## config.mk

```make
export PLATFORM = sky130hd
export DESIGN_NAME = call_ret_ctrl
export DESIGN_NICKNAME = d
export VERILOG_FILES = /design/src/rtl/call_ret_pkg.sv /design/src/rtl/sat_updown_ctr.sv /design/src/rtl/call_ret_ctrl.sv
export SDC_FILE = /design/constraint.sdc
export NUM_CORES = 1
export LEC_CHECK = 0
export CAP_MARGIN = 0
export CORE_ASPECT_RATIO = 1.5
export CORE_MARGIN = 2
export CORE_UTILIZATION = 35
export CTS_CLUSTER_DIAMETER = 200
export DETAILED_ROUTE_END_ITERATION = 12
export PLACE_DENSITY = 0.67
export SKIP_LAST_GASP = 1
export SLEW_MARGIN = 20
export SYNTH_ARGS = -nofsm -noshare
export SYNTH_HDL_FRONTEND = slang
export SYNTH_SLANG_ARGS = --single-unit
```

## constraint.sdc

```tcl
create_clock -name clk -period 3.8 [get_ports clk]
set_input_delay 0.38 -clock clk [delete_from_list [all_inputs] [get_ports clk]]
set_output_delay 0.38 -clock clk [all_outputs]
set_load 0.005 [all_outputs]
```

## src/rtl/call_ret_pkg.sv

```systemverilog
`default_nettype none
// ----------------------------------------------------------------------------
// call_ret_pkg : shared state type, depth-width helper and trap default.
// Rev 1.0
// ----------------------------------------------------------------------------
package call_ret_pkg;

  typedef enum logic [1:0] {
    IDLE = 2'd0,
    POP  = 2'd1,
    LOAD = 2'd2
  } state_t;

  // Bits needed to hold an occupancy in 0..max_depth inclusive.
  function automatic int depth_w(input int max_depth);
    return $clog2(max_depth + 1);
  endfunction

  localparam logic [15:0] c_trap_vector_default = 16'h0004;

endpackage
`default_nettype wire

```

## src/rtl/sat_updown_ctr.sv

```systemverilog
`default_nettype none
// ----------------------------------------------------------------------------
// sat_updown_ctr : up/down counter saturating at 0 and MAX.
// Rev 1.0
// ----------------------------------------------------------------------------
module sat_updown_ctr
  import call_ret_pkg::*;
#(
  parameter int MAX = 100,
  parameter int W   = depth_w(MAX)
) (
  input  logic         clk,
  input  logic         rst_n,
  input  logic         i_inc,
  input  logic         i_dec,
  output logic [W-1:0] o_count,
  output logic         o_full,
  output logic         o_empty
);

  logic [W-1:0] r_count;
  logic         w_full;
  logic         w_empty;

  assign w_full  = (r_count == W'(MAX));
  assign w_empty = (r_count == '0);

  always_ff @(posedge clk or negedge rst_n) begin
    if (!rst_n) begin
      r_count <= '0;
    end else if (i_inc && !i_dec && !w_full) begin
      r_count <= r_count + 1'b1;
    end else if (i_dec && !i_inc && !w_empty) begin
      r_count <= r_count - 1'b1;
    end
  end

  assign o_count = r_count;
  assign o_full  = w_full;
  assign o_empty = w_empty;

endmodule
`default_nettype wire

```

## src/rtl/call_ret_ctrl.sv

```systemverilog
`default_nettype none
// ----------------------------------------------------------------------------
// call_ret_ctrl : CALL/RET control in front of the return-address stack.
// Optional CALL_RET_TRAP_EN redirects stack over/underflow to TRAP_VECTOR. Rev 1.0
// ----------------------------------------------------------------------------
module call_ret_ctrl
  import call_ret_pkg::*;
#(
  parameter int               WIDTH       = 16,
  parameter int               DEPTH       = 100,
  parameter logic [WIDTH-1:0] TRAP_VECTOR = WIDTH'(c_trap_vector_default)
) (
  input  logic                      clk,
  input  logic                      rst_n,
  input  logic                      i_call,
  input  logic                      i_ret,
  input  logic [WIDTH-1:0]          i_pc,
  input  logic [WIDTH-1:0]          i_target,
  output logic [WIDTH-1:0]          o_stk_data,
  output logic                      o_stk_push,
  output logic                      o_stk_pop,
  input  logic [WIDTH-1:0]          i_stk_out,
  output logic                      o_pc_load,
  output logic [WIDTH-1:0]          o_pc_next,
  output logic                      o_stall,
  output logic [depth_w(DEPTH)-1:0] o_depth,
  output logic                      o_err_ovf,
  output logic                      o_err_udf
);

  localparam int DW = depth_w(DEPTH);

`ifdef CALL_RET_TRAP_EN
  localparam logic c_trap_en = 1'b1;
`else
  localparam logic c_trap_en = 1'b0;
`endif

  state_t           r_state, w_state_nxt;
  logic [WIDTH-1:0] r_stk_data, w_stk_data;
  logic [WIDTH-1:0] r_pc_next, w_pc_next;
  logic             r_push, w_push;
  logic             r_pop, w_pop;
  logic             r_load, w_load;
  logic             r_stall, w_stall;
  logic             r_ovf, w_ovf;
  logic             r_udf, w_udf;
  logic             w_inc, w_dec;
  logic             w_full, w_empty;
  logic [WIDTH-1:0] w_pc_inc;
  logic [WIDTH-1:0] w_ovf_pc;
  logic [WIDTH-1:0] w_udf_pc;

  assign w_pc_inc = i_pc + 1'b1;
  assign w_ovf_pc = c_trap_en ? TRAP_VECTOR : i_target;
  assign w_udf_pc = c_trap_en ? TRAP_VECTOR : w_pc_inc;

  sat_updown_ctr #(
    .MAX (DEPTH),
    .W   (DW)
  ) u_depth (
    .clk     (clk),
    .rst_n   (rst_n),
    .i_inc   (w_inc),
    .i_dec   (w_dec),
    .o_count (o_depth),
    .o_full  (w_full),
    .o_empty (w_empty)
  );

  // Call wins over a simultaneous ret; strobes are ignored outside IDLE.
  always_comb begin
    w_state_nxt = r_state;
    w_stk_data  = r_stk_data;
    w_pc_next   = r_pc_next;
    w_push      = 1'b0;
    w_pop       = 1'b0;
    w_load      = 1'b0;
    w_ovf       = r_ovf;
    w_udf       = r_udf;
    w_inc       = 1'b0;
    w_dec       = 1'b0;
    case (r_state)
      IDLE: begin
        if (i_call) begin
          w_load = 1'b1;
          if (w_full) begin
            w_ovf     = 1'b1;
            w_pc_next = w_ovf_pc;
          end else begin
            w_push     = 1'b1;
            w_stk_data = w_pc_inc;
            w_pc_next  = i_target;
            w_inc      = 1'b1;
          end
        end else if (i_ret) begin
          if (w_empty) begin
            w_udf     = 1'b1;
            w_load    = 1'b1;
            w_pc_next = w_udf_pc;
          end else begin
            w_pop       = 1'b1;
            w_dec       = 1'b1;
            w_state_nxt = POP;
          end
        end
      end
      POP: begin
        w_state_nxt = LOAD;
      end
      LOAD: begin
        // Stack data became valid during this state.
        w_load      = 1'b1;
        w_pc_next   = i_stk_out;
        w_state_nxt = IDLE;
      end
      default: begin
        w_state_nxt = IDLE;
      end
    endcase
    w_stall = (w_state_nxt != IDLE);
  end

  always_ff @(posedge clk or negedge rst_n) begin
    if (!rst_n) begin
      r_state    <= IDLE;
      r_stk_data <= '0;
      r_pc_next  <= '0;
      r_push     <= 1'b0;
      r_pop      <= 1'b0;
      r_load     <= 1'b0;
      r_stall    <= 1'b0;
      r_ovf      <= 1'b0;
      r_udf      <= 1'b0;
    end else begin
      r_state    <= w_state_nxt;
      r_stk_data <= w_stk_data;
      r_pc_next  <= w_pc_next;
      r_push     <= w_push;
      r_pop      <= w_pop;
      r_load     <= w_load;
      r_stall    <= w_stall;
      r_ovf      <= w_ovf;
      r_udf      <= w_udf;
    end
  end

  assign o_stk_data = r_stk_data;
  assign o_stk_push = r_push;
  assign o_stk_pop  = r_pop;
  assign o_pc_load  = r_load;
  assign o_pc_next  = r_pc_next;
  assign o_stall    = r_stall;
  assign o_err_ovf  = r_ovf;
  assign o_err_udf  = r_udf;

endmodule
`default_nettype wire

```

==> impl_metrics.prom <==
# TYPE chip_impl_metric gauge
chip_impl_metric{name="syn_nets",unit=""} 350
chip_impl_metric{name="post_cts_resize_count",unit=""} 0
chip_impl_metric{name="power.sequential.fraction",unit="%"} 35.2
chip_impl_metric{name="postSynthRegisterBits",unit=""} 47
chip_impl_metric{name="maxClockFrequency",unit="MHz"} 335.9
chip_impl_metric{name="cts_setup_buffers",unit=""} 0
chip_impl_info{name="startpoint_type",value="flop"} 1
chip_impl_metric{name="fin_skew",unit="ps"} 3.336
chip_impl_info{name="critical_path.endpoint_type",value="flop"} 1
chip_impl_metric{name="fillers",unit=""} 748
chip_impl_metric{name="design.die.area",unit="µm²"} 8417
chip_impl_metric{name="placement_row_count",unit=""} 39
chip_impl_metric{name="multiInputGateArea",unit="µm²"} 1386
chip_impl_metric{name="grt_max_degree",unit=""} 48
chip_impl_metric{name="grt_first_pass_wirelength",unit="µm"} 12340
chip_impl_metric{name="syn-instance-count",unit=""} 291
chip_impl_metric{name="synth_enable_flop_cells",unit=""} 0
chip_impl_metric{name="internal-power",unit="mW"} 1.429
chip_impl_metric{name="layout.area.seq",unit="µm²"} 1176
chip_impl_metric{name="finalSetupTns",unit="ps"} 0
chip_impl_metric{name="routed_wire_length_per_instance",unit="µm"} 15.76
chip_impl_metric{name="yosysWarningCount",unit=""} 0
chip_impl_metric{name="die_x",unit="µm"} 75.58
chip_impl_metric{name="worst_hold_slack",unit="ps"} 91.06
chip_impl_metric{name="final_cells",unit=""} 487
chip_impl_metric{name="cp.required",unit="ps"} 3980
chip_impl_metric{name="static-leakage-power",unit="nW"} 1.595
chip_impl_metric{name="mappedNetlistArea",unit="µm²"} 2690
chip_impl_metric{name="cts.reportedPaths.clkPinSlew",unit="ps"} 60
chip_impl_metric{name="num_antenna_cells",unit=""} 0
chip_impl_info{name="status",value="completed"} 1
chip_impl_metric{name="max-slew-margin-rel",unit="%"} 58.99
chip_impl_metric{name="core_region_area",unit="µm²"} 7515
chip_impl_info{name="worstSetupPathType",value="reg2reg"} 1
chip_impl_metric{name="fin_util",unit="%"} 51.93
chip_impl_metric{name="initial_utilization",unit="%"} 35.80
chip_impl_info{name="postSynth.topFlopCell",value="sky130_fd_sc_hd__dfrtp_1"} 1
chip_impl_metric{name="ff2ff_setup_slack",unit="ps"} 820
chip_impl_metric{name="yosys.cell_types.count",unit=""} 46
chip_impl_metric{name="netSwitchingPower",unit="mW"} 0.6754
chip_impl_metric{name="post_drt_via_cell_ratio",unit=""} 5.160
chip_impl_metric{name="post_dp_cell_area",unit="µm²"} 3744
chip_impl_metric{name="vdd_ir_drop_max",unit="µV"} 452.3
chip_impl_info{name="min-delay-path-class",value="in2async"} 1
chip_impl_metric{name="cap_violations",unit=""} 0
chip_impl_metric{name="port_buffers",unit=""} 96
chip_impl_metric{name="power.switching_fraction",unit="%"} 32.10
chip_impl_metric{name="postSynth.asyncResetShare",unit="%"} 100.0
chip_impl_metric{name="dp_cells",unit=""} 479
chip_impl_info{name="mostFrequentLayoutCells",value="95 x sky130_fd_sc_hd__clkdlybuf4s50_1, 47 x sky130_fd_sc_hd__dfrtp_1, 26 x sky130_fd_sc_hd__a21oi_1"} 1
chip_impl_info{name="clock_tree.root_cell",value="sky130_fd_sc_hd__clkbuf_16"} 1
chip_impl_metric{name="finalWorstPathRequiredPeriod",unit="ps"} 2977
chip_impl_metric{name="total_grt_overflow",unit=""} 0
chip_impl_info{name="rr_startpoint",value="u_depth.o_count[0]"} 1
chip_impl_metric{name="final_layout_size_suffix_gt1_share",unit="%"} 7.532
chip_impl_metric{name="cts-buffers-inserted",unit=""} 5
chip_impl_info{name="layout_commonest_cell",value="sky130_fd_sc_hd__clkdlybuf4s50_1"} 1
chip_impl_metric{name="antenna_left",unit=""} 0
chip_impl_metric{name="clock_power_share",unit="%"} 22.3
chip_impl_metric{name="boundaryPins",unit=""} 97
chip_impl_metric{name="grt_antenna_before_repair",unit=""} 0
chip_impl_metric{name="max_slew.worst_pin.slew",unit="ps"} 615.2
chip_impl_metric{name="maxSlewViolCount",unit=""} 0
chip_impl_info{name="tritoncts",value="yes"} 1
chip_impl_metric{name="grt_pass1_vias",unit=""} 2481
chip_impl_metric{name="cts_htree_levels",unit=""} 2
chip_impl_metric{name="timing.final.crit_share",unit="%"} 78.34
chip_impl_metric{name="synth.avg_cell_area",unit="µm²"} 9.244
chip_impl_metric{name="dr.pass1.iters",unit=""} 4
chip_impl_metric{name="initial_drt_markers",unit=""} 132
chip_impl_metric{name="worst_ep_arrival_time",unit="ps"} 3160
chip_impl_info{name="setup_repair_after_global_routing_missed_its_margin",value="no"} 1
chip_impl_metric{name="via_count",unit=""} 2513
chip_impl_metric{name="die_height",unit="µm"} 111.4
chip_impl_metric{name="drcViolationCount",unit=""} 0
chip_impl_metric{name="combinationalPowerShare",unit="%"} 42.5
chip_impl_metric{name="postLayoutCellArea",unit="µm²"} 3902
chip_impl_metric{name="finalSetupViolations",unit=""} 0
chip_impl_metric{name="timing_hold_violations_final",unit=""} 0
chip_impl_metric{name="cts.path.max_buffers",unit=""} 2
chip_impl_metric{name="timing.reg2reg.worst_path_depth",unit=""} 7
chip_impl_metric{name="grt_use_total",unit="%"} 19.24
chip_impl_metric{name="finalWirelength",unit="µm"} 7677
chip_impl_metric{name="critical_path_peak_fanout",unit=""} 7
chip_impl_metric{name="cts-hold-fix-buffers",unit=""} 0
chip_impl_metric{name="clock-sinks",unit=""} 47
chip_impl_info{name="critical_path.reg2reg.endpoint",value="u_depth.o_count[5]"} 1
chip_impl_metric{name="detailed_place_hpwl",unit="µm"} 5751
chip_impl_metric{name="nNetsFinal",unit=""} 443
chip_impl_metric{name="gp_weighted_congestion",unit=""} 0.8263
chip_impl_metric{name="synth.yosys.seq_area_share",unit="%"} 43.72
chip_impl_metric{name="areal_power_density_over_the_cells",unit="nW/µm²"} 539.1
chip_impl_metric{name="clkLatencyLatePin",unit="ps"} 290
chip_impl_metric{name="syn2layout_area_growth",unit="%"} 45.07
-- sequential cells by signal (all words and copies together), names as in the netlist --
signal / count
u_depth.o_count: 7
o_err_udf: 1
o_stall: 1
o_pc_next: 16
o_stk_push: 1
o_err_ovf: 1
o_stk_pop: 1
o_stk_data: 16
o_pc_load: 1
r_state: 2
-- routing by layer --
metal	part of all wire [%]	global-route usage [%]	up-vias
met1	42	24.74	1202
met5	0	0	-
li1	-	-	1229
met2	51	31.42	70
met4	2.2	7.719	0
met3	4.1	3.258	12
-- cell type report --
class | instances | share of cell area (%)
Sequential cell | 47 | 30.14
Tap cell | 102 | 3.270
Clock buffer | 8 | 4.008
Multi-Input combinational cell | 212 | 35.52
Inverter | 18 | 1.731
Timing Repair Buffer | 100 | 25.33
-- power by group through the flow --
stage	combinational (mW)	clock, mW	sequential, mW
finish	0.895	0.468	0.741
global route	0.983	0.500	0.760
CTS	0.901	0.482	0.742
detailed placement	0.896	0	0.749
global placement	0.875	0	0.745
floorplan	0.463	0	0.739
-- critical path: stages (launching register included) --
cell,delay [ps]
sky130_fd_sc_hd__dfrtp_1,470
sky130_fd_sc_hd__or4_1,650
sky130_fd_sc_hd__o21bai_2,380
sky130_fd_sc_hd__ha_1,340
sky130_fd_sc_hd__nor2b_1,170
sky130_fd_sc_hd__a221o_1,340
sky130_fd_sc_hd__a211o_1,270
sky130_fd_sc_hd__mux2_2,250
-- synth_stat cells (3+ instances only) --
library cell | count | area [µm²]
sky130_fd_sc_hd__nor4_1 | 5 | 31.28
sky130_fd_sc_hd__nand2_1 | 23 | 86.33
sky130_fd_sc_hd__ha_1 | 6 | 75.07
sky130_fd_sc_hd__clkbuf_1 | 10 | 37.54
sky130_fd_sc_hd__nand4_1 | 6 | 37.54
sky130_fd_sc_hd__nor3_1 | 12 | 60.06
sky130_fd_sc_hd__inv_1 | 17 | 63.81
sky130_fd_sc_hd__mux2i_1 | 6 | 60.06
sky130_fd_sc_hd__nor2b_1 | 9 | 56.30
sky130_fd_sc_hd__o311ai_0 | 4 | 35.03
sky130_fd_sc_hd__dfrtp_1 | 47 | 1176
sky130_fd_sc_hd__xnor2_1 | 10 | 87.58
sky130_fd_sc_hd__nor2_1 | 13 | 48.80
sky130_fd_sc_hd__or3_1 | 3 | 18.77
sky130_fd_sc_hd__xor2_1 | 3 | 26.28
sky130_fd_sc_hd__buf_2 | 3 | 15.01
sky130_fd_sc_hd__o21a_1 | 5 | 37.54
sky130_fd_sc_hd__o21ai_0 | 22 | 110.1
sky130_fd_sc_hd__a31oi_1 | 7 | 43.79
sky130_fd_sc_hd__nand2b_1 | 6 | 37.54
sky130_fd_sc_hd__mux2_2 | 9 | 101.4
sky130_fd_sc_hd__nand3_1 | 8 | 40.04
sky130_fd_sc_hd__a21o_1 | 4 | 30.03
sky130_fd_sc_hd__a21oi_1 | 26 | 130.1
-- how the worst max path moves through the flow --
stage,startpoint,end,cells past startpoint
finish,u_depth.o_count[0],u_depth.o_count[5],7
floorplan,u_depth.o_count[0],u_depth.o_count[5],9
global placement,i_call,u_depth.o_count[5],8
CTS,u_depth.o_count[0],u_depth.o_count[5],7
global route,u_depth.o_count[0],u_depth.o_count[5],7
detailed placement,i_call,u_depth.o_count[5],8
-- metrics by stage --
step	total power, mW	setup WS (ps)
finish	2.104	823.2
global route	2.244	683.5
CTS	2.125	828.8
detailed placement	1.645	630.4
global placement	1.620	685.3
floorplan	1.202	651.1
-- cells by family after synthesis --
family / share of synthesized area, %
mux: 6.000
buf+inv: 4.883
xor+xnor: 4.233
simple gates: 17.58
flops: 43.72
compound gates: 20.05
fa+ha+maj: 3.535
(Power assumes the default switching activity.)
